--- src/rtl/alu_defs.sv ---
// Shared definitions for the execute-stage ALU: opcode and FSM state enums, default width.
package alu_defs;

    localparam int ALU_XLEN = 32;

    typedef enum logic [3:0] {
        ALU_ADD  = 4'd0,
        ALU_SUB  = 4'd1,
        ALU_AND  = 4'd2,
        ALU_OR   = 4'd3,
        ALU_XOR  = 4'd4,
        ALU_SLL  = 4'd5,
        ALU_SRL  = 4'd6,
        ALU_SRA  = 4'd7,
        ALU_BEQ  = 4'd8,
        ALU_BNE  = 4'd9,
        ALU_BLT  = 4'd10,
        ALU_BGE  = 4'd11,
        ALU_NOP  = 4'd12,
        ALU_BLTU = 4'd13,
        ALU_BGEU = 4'd14,
        ALU_MUL  = 4'd15
    } alu_op_t;

    typedef enum logic {
        IDLE    = 1'b0,
        MUL_RUN = 1'b1
    } alu_state_t;

endpackage

--- src/rtl/alu_mul_iter.sv ---
// Iterative shift-add multiplier retiring MUL_STEP multiplier bits per cycle (low XLEN bits only).
// done is high during the final iteration, when product_lo already holds the finished product.
module alu_mul_iter #(
    parameter int XLEN     = 32,
    parameter int MUL_STEP = 1
) (
    input  logic            clk,
    input  logic            rst_n,
    input  logic            clear,
    input  logic            start,
    input  logic [XLEN-1:0] a,
    input  logic [XLEN-1:0] b,
    output logic            done,
    output logic [XLEN-1:0] product_lo
);
    localparam int ITERS = XLEN / MUL_STEP;
    localparam int CW    = $clog2(ITERS + 1);

    logic [XLEN-1:0] mcand;
    logic [XLEN-1:0] mplier;
    logic [XLEN-1:0] acc;
    logic [XLEN-1:0] partial;
    logic [CW-1:0]   count;

    // Accumulator plus this cycle's MUL_STEP partial products.
    always_comb begin
        partial = acc;
        for (int j = 0; j < MUL_STEP; j++) begin
            if (mplier[j]) begin
                partial = partial + (mcand << j);
            end
        end
    end

    assign done       = (count == CW'(1));
    assign product_lo = partial;

    always_ff @(posedge clk or negedge rst_n) begin
        if (!rst_n) begin
            mcand  <= '0;
            mplier <= '0;
            acc    <= '0;
            count  <= '0;
        end else if (clear) begin
            count <= '0;
        end else if (start) begin
            mcand  <= a;
            mplier <= b;
            acc    <= '0;
            count  <= CW'(ITERS);
        end else if (count != '0) begin
            acc    <= partial;
            mcand  <= mcand << MUL_STEP;
            mplier <= mplier >> MUL_STEP;
            count  <= count - CW'(1);
        end
    end

endmodule

--- src/rtl/alu_exec_unit.sv ---
// Execute-stage ALU with valid/ready handshakes on both sides and a registered output.
// Define ALU_MUL_EN to add the iterative multiplier (MUL_RUN state + alu_mul_iter).
module alu_exec_unit
    import alu_defs::*;
#(
    parameter int XLEN     = ALU_XLEN,
    parameter int TAG_W    = 5,
    parameter int MUL_STEP = 1
) (
    input  logic             clk,
    input  logic             rst_n,
    input  logic             flush,
    input  logic             in_valid,
    output logic             in_ready,
    input  logic [3:0]       in_op,
    input  logic [XLEN-1:0]  in_a,
    input  logic [XLEN-1:0]  in_b,
    input  logic [TAG_W-1:0] in_tag,
    output logic             out_valid,
    input  logic             out_ready,
    output logic [XLEN-1:0]  out_result,
    output logic [TAG_W-1:0] out_tag,
    output logic             busy
);
    localparam int SHW = $clog2(XLEN);

    alu_op_t          op;
    alu_state_t       state;
    alu_state_t       state_next;
    logic             accept;
    logic             single_load;
    logic             mul_start;
    logic             mul_done;
    logic [SHW-1:0]   shamt;
    logic [XLEN-1:0]  alu_res;
    logic [XLEN-1:0]  mul_product;
    logic [TAG_W-1:0] mul_tag;

    if (XLEN < 8 || (XLEN % MUL_STEP) != 0) begin : g_param_check
        $error("alu_exec_unit: XLEN must be >= 8 and divisible by MUL_STEP");
    end

    assign op       = alu_op_t'(in_op);
    assign shamt    = in_b[SHW-1:0];
    assign in_ready = (state == IDLE) && (!out_valid || out_ready) && !flush;
    assign accept   = in_valid && in_ready;

`ifdef ALU_MUL_EN
    logic mul_last;

    assign mul_start   = accept && (op == ALU_MUL);
    assign single_load = accept && (op != ALU_MUL);
    assign mul_done    = (state == MUL_RUN) && mul_last;
    assign busy        = (state == MUL_RUN);

    alu_mul_iter #(
        .XLEN     (XLEN),
        .MUL_STEP (MUL_STEP)
    ) u_mul (
        .clk        (clk),
        .rst_n      (rst_n),
        .clear      (flush),
        .start      (mul_start),
        .a          (in_a),
        .b          (in_b),
        .done       (mul_last),
        .product_lo (mul_product)
    );

    always_ff @(posedge clk or negedge rst_n) begin
        if (!rst_n) begin
            mul_tag <= '0;
        end else if (mul_start) begin
            mul_tag <= in_tag;
        end
    end
`else
    // Without the multiplier MUL falls through the single-cycle path and yields 0.
    assign mul_start   = 1'b0;
    assign single_load = accept;
    assign mul_done    = 1'b0;
    assign busy        = 1'b0;
    assign mul_product = '0;
    assign mul_tag     = '0;
`endif

    always_comb begin
        alu_res = '0;
        case (op)
            ALU_ADD:  alu_res = in_a + in_b;
            ALU_SUB:  alu_res = in_a - in_b;
            ALU_AND:  alu_res = in_a & in_b;
            ALU_OR:   alu_res = in_a | in_b;
            ALU_XOR:  alu_res = in_a ^ in_b;
            ALU_SLL:  alu_res = in_a << shamt;
            ALU_SRL:  alu_res = in_a >> shamt;
            ALU_SRA:  alu_res = $unsigned($signed(in_a) >>> shamt);
            ALU_BEQ:  alu_res = XLEN'(in_a == in_b);
            ALU_BNE:  alu_res = XLEN'(in_a != in_b);
            ALU_BLT:  alu_res = XLEN'($signed(in_a) < $signed(in_b));
            ALU_BGE:  alu_res = XLEN'($signed(in_a) >= $signed(in_b));
            ALU_BLTU: alu_res = XLEN'(in_a < in_b);
            ALU_BGEU: alu_res = XLEN'(in_a >= in_b);
            default:  alu_res = '0;
        endcase
    end

    always_ff @(posedge clk or negedge rst_n) begin
        if (!rst_n) begin
            state <= IDLE;
        end else begin
            state <= state_next;
        end
    end

    // Flush outranks both a new MUL and a completing one.
    always_comb begin
        state_next = state;
        if (flush) begin
            state_next = IDLE;
        end else begin
            case (state)
                IDLE:    if (mul_start) state_next = MUL_RUN;
                MUL_RUN: if (mul_done)  state_next = IDLE;
                default: state_next = IDLE;
            endcase
        end
    end

    // A load in the same edge as a consume keeps out_valid high for back-to-back issue.
    always_ff @(posedge clk or negedge rst_n) begin
        if (!rst_n) begin
            out_valid  <= 1'b0;
            out_result <= '0;
            out_tag    <= '0;
        end else if (flush) begin
            out_valid <= 1'b0;
        end else if (single_load) begin
            out_valid  <= 1'b1;
            out_result <= alu_res;
            out_tag    <= in_tag;
        end else if (mul_done) begin
            out_valid  <= 1'b1;
            out_result <= mul_product;
            out_tag    <= mul_tag;
        end else if (out_ready) begin
            out_valid <= 1'b0;
        end
    end

endmodule
--- config.mk ---
export PLATFORM = sky130hd
export DESIGN_NAME = alu_exec_unit
export DESIGN_NICKNAME = d
export VERILOG_FILES = /design/src/rtl/alu_defs.sv /design/src/rtl/alu_mul_iter.sv /design/src/rtl/alu_exec_unit.sv
export SDC_FILE = /design/constraint.sdc
export NUM_CORES = 1
export LEC_CHECK = 0
export ABC_AREA = 1
export BUFFER_PORTS_ARGS = -buffer_cell sky130_fd_sc_hd__buf_4
export CAP_MARGIN = 20
export CORE_UTILIZATION = 40
export DETAILED_ROUTE_END_ITERATION = 8
export GPL_ROUTABILITY_DRIVEN = 0
export GPL_TIMING_DRIVEN = 0
export PLACE_DENSITY = 0.69
export SETUP_SLACK_MARGIN = 0.05
export SYNTH_ARGS = -nofsm -noshare
export SYNTH_HDL_FRONTEND = slang
export SYNTH_SLANG_ARGS = --single-unit
export TNS_END_PERCENT = 10
--- constraint.sdc ---
create_clock -name clk -period 2.38 [get_ports clk]
set_input_delay 0.357 -clock clk [delete_from_list [all_inputs] [get_ports clk]]
set_output_delay 0.357 -clock clk [all_outputs]
set_load 0.02 [all_outputs]
Yosys cells after proc, flatten, opt, wreduce, memory -nomap -nowiden
Index checks and enable logic that the tools add are counted.
- bits in registers: 39
- bits of input ports: 78
- add/sub/neg operators: 2
- $lt $le $gt $ge: 4
- eq/ne operators: 15
- shift-type cells: 3
- multiplexer cells: 6
- bitwise logic cells: 5
- reductions and logical operators: 9
- operators by type and width (operator ; number):
    $pmux 32 s14 ; 1
    $ge 32x32->1 ; 2
    $lt 32x32->1 ; 2
    $add 32x32->32 ; 1
    $and 32x32->32 ; 1
    $eq 32x32->1 ; 1
    $ne 32x32->1 ; 1
    $or 32x32->32 ; 1
    $shl 32x5->32 ; 1
    $shr 32x5->32 ; 1
    $sshr 32x5->32 ; 1
    $sub 32x32->32 ; 1
    $xor 32x32->32 ; 1
    $eq 4x4->1 const B ; 6
    $eq 4x3->1 const B ; 4
    $eq 4x2->1 const B ; 2
    $eq 4x1->1 const B ; 1
    $logic_not 4->1 ; 1
    $mux 1 ; 4
    $logic_and 1x1->1 ; 3
    $reduce_bool 3->1 ; 1
    $logic_not 1->1 ; 2
    $not 1->1 ; 2
    $pmux 1 s2 ; 1
    other kinds (2) ; 2

Logic depth before layout (Yosys ltp)
- word-level depth: 7
- gate-level depth with buffers: 22
- depth with buffers taken out: 18

Worst setup path before layout
Ideal clock, no wire load.
- path kind: input-to-reg
- start: in in_b[4]
- end: reg out_result[0]
- setup time: 0.117 ns
- arrival time: 2.536 ns
- required time: 2.263 ns
- setup slack: -0.272 ns
- stages on the path: 20
- buffers on the path: 4
- cells stage by stage: buf_2 inv_2 buf_2 buf_1 ha_1 buf_2 nor2_1 nand2_1 inv_1 nand2_2 nand2_2 nand2_2 nand2_2 nand2_2 nand3_1 nand3_1 nor2_1 nand3_1 nand2_1 nand2_1
- word-level cells in the longest chain between the ends: 2
- elaborated cells between the ends (all ways): 10
- RTL lines (what ; RTL line ; text):
    start, declared ; alu_exec_unit.sv:17 ; input logic [XLEN-1:0] in_b,
    $ge 32x32->1 (tied with other cells) ; alu_exec_unit.sv:103 ; ALU_BGEU: alu_res = XLEN'(in_a >= in_b);
    $pmux 32 s14 (*) ; alu_exec_unit.sv:89 ; case (op)
    end signal, assigned ; alu_exec_unit.sv:140 ; out_result <= alu_res;
    end signal, assigned ; alu_exec_unit.sv:144 ; out_result <= mul_product;
    end, declared ; alu_exec_unit.sv:21 ; output logic [XLEN-1:0] out_result,
Mark *: on every way between the ends. The rest lies on a longest branch, timed or not.
A chain may end at the register's enable or synchronous reset.

Worst setup path after layout
- start: in in_a[8]
- end: reg out_result[19]
- word-level cells in the longest chain between the ends: 2
- elaborated cells between the ends (all ways): 6
- RTL lines (what ; RTL line ; text):
    start, declared ; alu_exec_unit.sv:16 ; input logic [XLEN-1:0] in_a,
    $sub 32x32->32 (tied with other cells) ; alu_exec_unit.sv:91 ; ALU_SUB: alu_res = in_a - in_b;
    $pmux 32 s14 (*) ; alu_exec_unit.sv:89 ;
Marked as above.

==> out/metrics.yaml <==
critical_path:
  path_class: "primary input to register"
  rr_endpoint: "out_result[27]"
  rr_startpoint: "out_valid"
  startpoint_type: "primary input"
  path_cells: "buf_4 > clkinvlp_4 > ha_1 > clkbuf_4 > o21bai_1 > a21oi_2 > buf_4 > nand3_2 > nand3_1 > nand2_1 > nand2_1 > nand3_1 > nand4_1 > nand2_1 > nand2_1"
  critical_path.top_delay_family: "simple AND/OR/NAND/NOR gates"
  cp.depth: 15
  critical_path_peak_fanout: 9
  critPathRequiredTime_ns: 2.57
  rr_worst_depth: 8
  cpPeakStageDelay_ns: 0.31
  critPathSlowestCell: "o21bai_1"
  rrSetupSlack_ns: 0.69
  crit_buf_inv: 4
  cp.arrival_ns: 2.64
  cp_common_cell: "nand2_1"
  critPathCaptureType: "register"
cells_and_area:
  seqCellArea_um2: 951
  nets: 2452
  stdcell_count: 2652
  final_layout_size_suffix_gt1_share_pct: 19.5
  multi_input_area_mm2: 0.00961
  diodes: 0
  final_common_cell: "nand2_1"
  nFillCells: 2950
  mostFrequentLayoutCells: "nand2_1, nand3_1, inv_1"
  areaGrowthSynthToFinish_pct: 21.8
timing:
  layout_setup_ws_ns: -0.0699
  rsz0062_at_grt: "yes"
  worst_slew_margin_rel_pct: 46.8
  min_period_ns: 2.45
  worstMarginPinSlew_ns: 0.798
  max_freq_mhz: 408
  slew_violations: 0
  timing.hold.ws_ns: 0.0259
  finalSetupViolCount: 6
  final-hold-violation-count: 0
  finClkSkew_ns: 0.00326
  post-route-period-util_pct: 103
synth:
  yosys_most_used_dff: "dfrtp_1"
  ys_seq_area_share_pct: 8.32
  synth_top_cell_by_area: "nand2_1"
  syn_area_per_cell_um2: 5.37
  yosysUniqueCellTypes: 60
  yosys.area.top_type_share_pct: 22.8
  ys_seq_elements: 38
  synth_area_mm2: 0.0114
  syn_inst: 2130
  yosysWarningCount: 0
  synth_edf_count: 0
  synthTopCellsByArea: "nand2_1, nand3_1, ha_1"
  async_flop_share_pct: 100
  syn-num-nets: 2308
routing:
  drt-total-wl_um: 57900
  ant_nets: 0
  wl_per_cell_um: 21.8
  firstDrtPassIters: 9
  num_vias: 16400
  drcViolationCount: 0
  vias_per_cell: 6.19
  drt_iter0_markers: 3038
outcome:
  status: "finished, violations left"
  violations: "setup timing"
global_route:
  grt_pass1_wl_um: 84100
  grt_pass1_vias: 14300
  antenna_found_initial: 1
  grt_max_degree: 39
  gr-total-overflow: 0
  track_usage_pct: 38.6
floorplan:
  die_h_um: 171
  rows: 61
  die-width_um: 171
  dieArea_mm2: 0.0293
  pin_count: 118
  core_mm2: 0.0279
  initial_utilization_pct: 40.9
cts:
  clk_latency_ns: 0.30
  ctsHoldBuffers: 0
  htreeDepth: 2
  cts_buffers: 5
  cts_max_path_buffers: 2
  cts-root-buf: "clkbuf_16"
  cts.sinks: 38
  path_clk_slew_ns: 0.06
  cts_tree: "built"
placement:
  hpwlAfterDp_um: 46000
  dp.cells: 2624
  portBuffers: 116
power:
  powerDensity_mw_per_mm2: 343
  leakagePower_nw: 7.24
  ir_drop_mv: 0.264
  power_mw: 4.78
min_path:
  hp-class: "primary input to async pin"
job:
  max_cap_violations: 0
[metal layers]
| metal | wire length [um] | global-route usage, % | up-vias |
|---|---|---|---|
| met5 | 0 | 0 | - |
| met1 | 21200 | 49.9 | 7215 |
| li1 | - | - | 7307 |
| met3 | 9570 | 12.2 | 393 |
| met2 | 22000 | 54.2 | 1502 |
| met4 | 5120 | 25.6 | 0 |
[where the power goes]
group / internal (mW) / switching (mW) / total [mW] / leakage (nW)
sequential: 0.748 / 0.0539 / 0.802 / 0.497
combinational: 1.10 / 2.23 / 3.33 / 6.67
clock: 0.378 / 0.272 / 0.651 / 0.0694
[registers in the layout (all words and copies together), names as in the netlist]
signal      cells
out_tag         5
out_result     32
out_valid       1
[Yosys cell counts (4+ instances only)]
library cell    n
a21oi_1        94
dfrtp_1        38
nor2_4          5
buf_2          45
o21a_1         10
nand3_1       385
clkbuf_1       11
buf_1           8
ha_1           98
nor2_1        173
nand4_1        35
and2_1         12
o21ai_0        78
o211ai_1       19
nor2_2          9
nand2_1       695
a221oi_1        4
buf_6          16
nand3b_1        5
inv_2          18
o22ai_1        13
nand2_2        21
nor3_1         23
inv_1         206
a21oi_2         5
buf_4          20
o21ai_1        19
o21bai_1       12
o221ai_1        6
nand2_4         5
[worst max-delay path by stage]
stage                        from              to  slack, ns
final                     in_a[8]  out_result[19]      -0.07
after global routing      in_b[2]  out_result[16]      -0.13
after floorplan           in_b[2]  out_result[31]       0.04
after CTS                 in_b[1]  out_result[10]      0.001
after detailed placement  in_b[3]  out_result[10]      -0.89
after global placement    in_b[2]  out_result[10]      -0.83
[timing repair]
item	in CTS	in global routing
resized for setup	66	157
gates cloned	1	0
pin swaps	8	38
setup endpoints to repair	32	28
setup buffers	5	21
[cells by family (layout without fill, tap and decap cells)]
logic type / count (synthesis) / count (layout) / synth area share [%]
other: 1 / 1 / 0.0328
AOI/OAI and AO/OA: 279 / 279 / 14.4
muxes: 1 / 1 / 0.0876
and+or+nand+nor: 1378 / 1378 / 52.6
DFF: 38 / 38 / 8.32
buffers and inverters: 331 / 475 / 13.3
xor gates and xnor gates: 2 / 2 / 0.153
adders and majority gates: 100 / 100 / 11.1
[cell type report]
cell class / count / area share, %
sequential: 38 / 6.83
tap: 378 / 3.39
clock inverter: 2 / 0.0719
clock buffer: 5 / 0.898
inverter: 228 / 6.44
timing repair buffer: 143 / 8.10
multi-input combinational: 1761 / 69.0
buffer: 97 / 5.29
[per-stage QoR]
| step | instance area, um^2 | setup slack, ns | setup TNS [ns] | util [%] |
|---|---|---|---|---|
| after floorplan | 11500 | 0.0356 | 0 | - |
| after global placement | 12800 | -0.826 | -19.45 | 45.9 |
| after CTS | 13300 | 0.00125 | 0 | 47.5 |
| after global routing | 13900 | -0.133 | -0.927 | 49.9 |
| final | 13900 | -0.0699 | -0.227 | 49.9 |
| after detailed placement | 12800 | -0.889 | -20.32 | 45.9 |
Power figures use the tool's default switching activity.
